## src/rtl/muldiv_sequencer.sv

```systemverilog
// muldiv_sequencer: iterative unsigned multiply / restoring divide engine that
// produces the HI/LO result pair. One iteration runs per clock. The pipeline
// stalls on busy, and done pulses for one cycle when a result is committed.
module muldiv_sequencer #(
    parameter int WIDTH = 16,
    parameter int CNT_W = 5
) (
    input  logic             clk,
    input  logic             reset,
    input  logic             start,
    input  logic             op,
    input  logic [WIDTH-1:0] rs_value,
    input  logic [WIDTH-1:0] rt_value,
    output logic             busy,
    output logic             done,
    output logic             div_by_zero,
    output logic [WIDTH-1:0] low_out,
    output logic [WIDTH-1:0] high_out
);
    typedef enum logic [1:0] {
        S_IDLE,
        S_MUL,
        S_DIV,
        S_DONE
    } state_t;

    // Accumulator layout: upper WIDTH+1 bits hold the running partial product
    // or remainder. Lower WIDTH bits hold the multiplier or the dividend, and
    // are shifted out as the quotient bits shift in.
    localparam int ACC_W = 2 * WIDTH + 1;
    localparam logic [CNT_W-1:0] LAST_CNT = CNT_W'(WIDTH - 1);

    state_t           state_q, state_d;
    logic [CNT_W-1:0] cnt_q, cnt_d;
    logic [ACC_W-1:0] acc_q, acc_d;
    logic [WIDTH-1:0] opnd_q, opnd_d;     // multiplicand (MUL) or divisor (DIV)
    logic             busy_q, busy_d;
    logic             done_q, done_d;
    logic             dbz_q, dbz_d;
    logic [WIDTH-1:0] lo_q, lo_d;
    logic [WIDTH-1:0] hi_q, hi_d;

    logic [WIDTH:0]   mul_sum;
    logic [ACC_W-1:0] mul_next;
    logic [ACC_W-1:0] div_shift;
    logic [WIDTH:0]   div_trial;
    logic [ACC_W-1:0] div_next;

    // Compute one shift-add step and one restoring-divide step from the current accumulator.
    always_comb begin
        mul_sum = acc_q[ACC_W-1:WIDTH];
        if (acc_q[0]) begin
            mul_sum = acc_q[ACC_W-1:WIDTH] + {1'b0, opnd_q};
        end
        mul_next = {mul_sum, acc_q[WIDTH-1:0]} >> 1;

        // The remainder is always below the divisor, so the shifted remainder
        // stays under 2*divisor. That fits in WIDTH+1 bits, and the top bit of
        // the trial difference is a valid sign.
        div_shift = {acc_q[ACC_W-2:0], 1'b0};
        div_trial = div_shift[ACC_W-1:WIDTH] - {1'b0, opnd_q};
        if (div_trial[WIDTH]) begin
            div_next = div_shift;
        end else begin
            div_next = {div_trial, div_shift[WIDTH-1:1], 1'b1};
        end
    end

    // Next-state logic: operation acceptance, iteration, commit of the HI/LO result.
    always_comb begin
        state_d = state_q;
        cnt_d   = cnt_q;
        acc_d   = acc_q;
        opnd_d  = opnd_q;
        lo_d    = lo_q;
        hi_d    = hi_q;
        dbz_d   = dbz_q;

        unique case (state_q)
            S_IDLE, S_DONE: begin
                if (start) begin
                    cnt_d = '0;
                    if (!op) begin
                        state_d = S_MUL;
                        opnd_d  = rs_value;
                        acc_d   = {{(WIDTH + 1){1'b0}}, rt_value};
                    end else if (rt_value != '0) begin
                        state_d = S_DIV;
                        opnd_d  = rt_value;
                        acc_d   = {{(WIDTH + 1){1'b0}}, rs_value};
                    end else begin
                        // Divide by zero is resolved immediately without iterating.
                        state_d = S_DONE;
                        opnd_d  = rt_value;
                        acc_d   = {{(WIDTH + 1){1'b0}}, rs_value};
                        lo_d    = '1;
                        hi_d    = rs_value;
                        dbz_d   = 1'b1;
                    end
                end else begin
                    state_d = S_IDLE;
                end
            end
            S_MUL, S_DIV: begin
                acc_d = (state_q == S_MUL) ? mul_next : div_next;
                cnt_d = cnt_q + 1'b1;
                if (cnt_q == LAST_CNT) begin
                    state_d = S_DONE;
                    lo_d    = acc_d[WIDTH-1:0];
                    hi_d    = acc_d[2*WIDTH-1:WIDTH];
                    dbz_d   = 1'b0;
                end
            end
            default: begin
                state_d = S_IDLE;
            end
        endcase

        busy_d = (state_d == S_MUL) || (state_d == S_DIV);
        done_d = (state_d == S_DONE);
    end

    // State, datapath and registered outputs; reset aborts any operation in flight.
    always_ff @(posedge clk or negedge reset) begin
        if (!reset) begin
            state_q <= S_IDLE;
            cnt_q   <= '0;
            acc_q   <= '0;
            opnd_q  <= '0;
            busy_q  <= 1'b0;
            done_q  <= 1'b0;
            dbz_q   <= 1'b0;
            lo_q    <= '0;
            hi_q    <= '0;
        end else begin
            state_q <= state_d;
            cnt_q   <= cnt_d;
            acc_q   <= acc_d;
            opnd_q  <= opnd_d;
            busy_q  <= busy_d;
            done_q  <= done_d;
            dbz_q   <= dbz_d;
            lo_q    <= lo_d;
            hi_q    <= hi_d;
        end
    end

    assign busy        = busy_q;
    assign done        = done_q;
    assign div_by_zero = dbz_q;
    assign low_out     = lo_q;
    assign high_out    = hi_q;

endmodule
```

## config.mk

```make
export PLATFORM = sky130hd
export DESIGN_NAME = muldiv_sequencer
export DESIGN_NICKNAME = d
export VERILOG_FILES = /design/src/rtl/muldiv_sequencer.sv
export SDC_FILE = /design/constraint.sdc
export NUM_CORES = 1
export LEC_CHECK = 0
export CAP_MARGIN = 20
export CORE_MARGIN = 5
export CORE_UTILIZATION = 45
export DETAILED_ROUTE_END_ITERATION = 8
export HOLD_SLACK_MARGIN = 0.12
export PLACE_DENSITY = 0.62
export REMOVE_ABC_BUFFERS = 1
export SLEW_MARGIN = 20
export SYNTH_ARGS = -nofsm -noshare
export SYNTH_HDL_FRONTEND = slang
export SYNTH_SLANG_ARGS = --single-unit
```

## constraint.sdc

```tcl
create_clock -name clk -period 8.7 [get_ports clk]
set_input_delay 2.175 -clock clk [delete_from_list [all_inputs] [get_ports clk]]
set_output_delay 2.175 -clock clk [all_outputs]
set_load 0.05 [all_outputs]
```

==> impl_metrics.csv <==
group,metric,value,unit
synth,synth_cell_type_count,61,
synth,ys_top_cells_by_area,"sky130_fd_sc_hd__dfrtp_1 35%, sky130_fd_sc_hd__mux2i_1 7.5%, sky130_fd_sc_hd__ha_1 7.1%",
route,first_iter_violations,379,
route,firstDrtPassIters,5,
global_routing,grt_overflow,0,
floorplanning,core_area,14400,um2
synth,synth_seq_area_share,35.0,%
sta,finalWorstSetupSlack,3610,ps
route,antenna_viol_nets_final,0,
placement,place_hpwl,14400,um
setup_path,worst_path_most_repeated_cell,"sky130_fd_sc_hd__nand2_1",
synth,yosysTopAreaCellShare,35.0,%
sta,finalCriticalPeriod,5090,ps
status,status,"finished, final reports clean",
worst_hold_path,hold_class,"flop to flop",
job,max-cap-violations,0,
global_routing,grt_pass1_wl,30900,um
layout,flow.area_growth_from_synthesis,17.8,%
clocking,cts_buffers,9,
setup_path,setup.worst_path.start_class,"input port",
worst_hold_path,worst_hold_path.endpoint,"cnt_q[3]",
sta,max_clock_freq,197,MHz
setup_path,maximum_net_fanout_on_the_critical_path,24,
setup_path,timing.critical_path.required,8960,ps
synth,synth-main-ff-cell,"sky130_fd_sc_hd__dfrtp_1",
sta,setup-violations-final,0,
floorplanning,floorplan.initialDensity,45.2,%
route,routedWlPerCell,19.2,um
worst_hold_path,worstHoldStart,"cnt_q[3]",
setup_path,cp.arrival,5350,ps
synth,synthesized_cell_area,6500,um2
clocking,cts_tree,"yes",
floorplanning,die_width,130,um
floorplanning,dieHeight,130,um
layout,final_layout_size_suffix_gt1_share,4.51,%
pwr,power_density_relative_to_cell_area,428,nW/um2
clocking,post_cts_setup_buffers,0,
synth,syn_inst,773,
floorplanning,boundaryPins,71,
pwr,ir_worst_vdd,0.000231,V
setup_path,timing.rr.start,"acc_q[15]",
global_routing,grt_util_all_layers,23.1,%
route,num_vias,6012,
layout,design.final.nets,890,
floorplanning,die_area,16900,um2
sta,final.period_utilization,58.5,%
setup_path,crit_path_top_delay_cell,"sky130_fd_sc_hd__nor2_2",
synth,synth_edf_count,0,
clocking,worstSkewPairLatency,340,ps
synth,ys_warn_count,0,
worst_hold_path,min_delay_path_depth,1,
clocking,clk_transition_reported_paths,60,ps
setup_path,worstPathCellList,"clkdlybuf4s50_1 -> nor4_1 -> nand4_1 -> nor2_2 -> nand2_1 -> nand2_1 -> buf_16 -> o22ai_1 -> a21oi_1",
sta,report.final.slew_viol_count,0,
global_routing,antenna_violations_before_repair,0,
route,detail_route.drc_violations,0,
sta,fin_worst_skew,5.50,ps
placement,place_area,7290,um2
clocking,htreeDepth,3,
sta,rsz0062_at_grt,"false",
sta,worst_slew_pin_slew,1100,ps
sta,timing.slew.headroom,26.5,%
global_routing,pin_count_of_the_biggest_net_entering_global_routing,69,
layout,diodes,0,
setup_path,regToRegSetupSlack,4470,ps
clocking,ctsRootBufferMaster,"sky130_fd_sc_hd__clkbuf_16",
clocking,clock_tree.buffer_depth,2,
placement,preCtsSetupSlack,2880,ps
sta,tns,0,ps
setup_path,crit-reg2reg-capture,"high_out[7]",
synth,synthArstFlopShare,100,%
setup_path,endpoint_kind,"flop",
global_routing,vias_in_the_first_global_route,5742,
placement,globalplace.congestion,0.955,
setup_path,slowest_delay,620,ps
setup_path,length_in_cells_of_the_worst_reg_to_reg_path,17,
route,detail_route.wirelength,19300,um
synth,yosysTopAreaCell,"sky130_fd_sc_hd__dfrtp_1",
synth,postSynthAreaPerCell,8.41,um2
layout,postLayoutCellArea,7660,um2
placement,place.port_buffers,70,
pwr,p_leak,3.38,nW
floorplanning,placement_rows,44,
clocking,number_of_buffers_added_to_fix_hold_violations_after_cts,0,
clocking,post_cts_resize_count,0,
synth,ys_ff_latch,91,
setup_path,criticalPathCategory,"input port to flop",
clocking,clock_sinks,91,
route,via_per_inst,5.99,
sta,timing.final.hold_violations,0,
[stage by stage]
step	instances	hold WS (ps)	util, %	power (mW)
3_5_place_dp	986	469	50.7	2.81
4_1_cts	1002	477	53.0	3.25
2_1_floorplan	726	437	-	2.22
3_3_place_gp	986	456	50.7	2.76
5_1_grt	1004	523	53.3	3.55
6_report	1004	480	53.3	3.28
[cells in the mapped netlist (all sizes together), types with 5 or more instances]
cell type,instances
and3,6
o21ai,54
a21oi,84
nor3,9
and2,11
nor2b,12
xor2,8
a211o,6
nand3,15
ha,37
clkbuf,32
nand2b,8
or3,5
xnor2,6
o21a,5
mux2i,49
a21o,23
buf,15
nor2,75
nand2,78
a31oi,14
dfrtp,91
a211oi,26
inv,29
o31ai,5
o211ai,10
[report_power, final]
group | total [mW] | switching, mW | internal [mW]
clock | 0.424 | 0.157 | 0.267
sequential | 0.717 | 0.147 | 0.570
combinational | 2.14 | 1.33 | 0.803
[sequential cells by signal (all words and copies together), names as in the netlist]
| signal | count |
|---|---|
| high_out | 16 |
| acc_q | 33 |
| div_by_zero | 1 |
| low_out | 16 |
| cnt_q | 5 |
| done | 1 |
| busy | 1 |
| opnd_q | 16 |
| state_q | 2 |
[worst max-delay path by stage]
stage,startpoint,end,cells past startpoint
2_1_floorplan,rt_value[8],high_out[8],7
3_3_place_gp,rt_value[0],high_out[8],8
3_5_place_dp,rt_value[3],high_out[8],8
4_1_cts,rt_value[3],high_out[8],8
5_1_grt,rt_value[8],high_out[8],9
6_report,rt_value[3],high_out[8],9
[cells by family (layout without fill, tap and decap cells)]
group / after synthesis / in the layout / share of synthesized area, %
buf+inv: 76 / 123 / 4.54
mux: 52 / 52 / 8.07
flops: 91 / 91 / 35.0
fa+ha+maj: 39 / 39 / 7.74
compound gates: 264 / 264 / 25.9
xor+xnor: 14 / 14 / 1.89
simple gates: 237 / 237 / 16.9
[final cells by class]
cell class | count | area, um2
tap | 184 | 230
clock inverter | 4 | 72.6
sequential | 91 | 2280
timing repair buffer | 78 | 781
fill | 1322 | 6710
inverter | 29 | 109
multi-input combinational | 606 | 3930
clock buffer | 12 | 256
[placed cells by master (no fill, tap or decap), types with 9 or more instances in the layout]
master / synthesis / routed
sky130_fd_sc_hd__o21ai_0: 50 / 50
sky130_fd_sc_hd__clkbuf_16: 0 / 9
sky130_fd_sc_hd__and2_1: 11 / 11
sky130_fd_sc_hd__nand3_1: 15 / 15
sky130_fd_sc_hd__mux2i_1: 49 / 49
sky130_fd_sc_hd__nor2_1: 74 / 73
sky130_fd_sc_hd__a21o_1: 23 / 23
sky130_fd_sc_hd__dfrtp_1: 91 / 91
sky130_fd_sc_hd__nand2_1: 78 / 78
sky130_fd_sc_hd__a21oi_1: 84 / 84
sky130_fd_sc_hd__o211ai_1: 9 / 9
sky130_fd_sc_hd__inv_1: 29 / 29
sky130_fd_sc_hd__ha_1: 37 / 36
sky130_fd_sc_hd__a211oi_1: 26 / 26
sky130_fd_sc_hd__a31oi_1: 14 / 14
sky130_fd_sc_hd__clkdlybuf4s50_1: 0 / 68
sky130_fd_sc_hd__nor2b_1: 12 / 12
[critical path, delay by kind of cell]
kind,cells,cell delay [ps]
compound gates,2,230
buf+inv,2,660
simple gates,5,2270
[per-layer routing]
| metal | vias up | routed length, um | track usage [%] |
|---|---|---|---|
| li1 | 2893 | - | - |
| met1 | 2918 | 8930 | 33.0 |
| met2 | 184 | 9150 | 38.1 |
| met3 | 17 | 1030 | 2.70 |
| met4 | 0 | 200 | 4.40 |
| met5 | - | 0 | 0 |
Power figures use the tool's default switching activity.
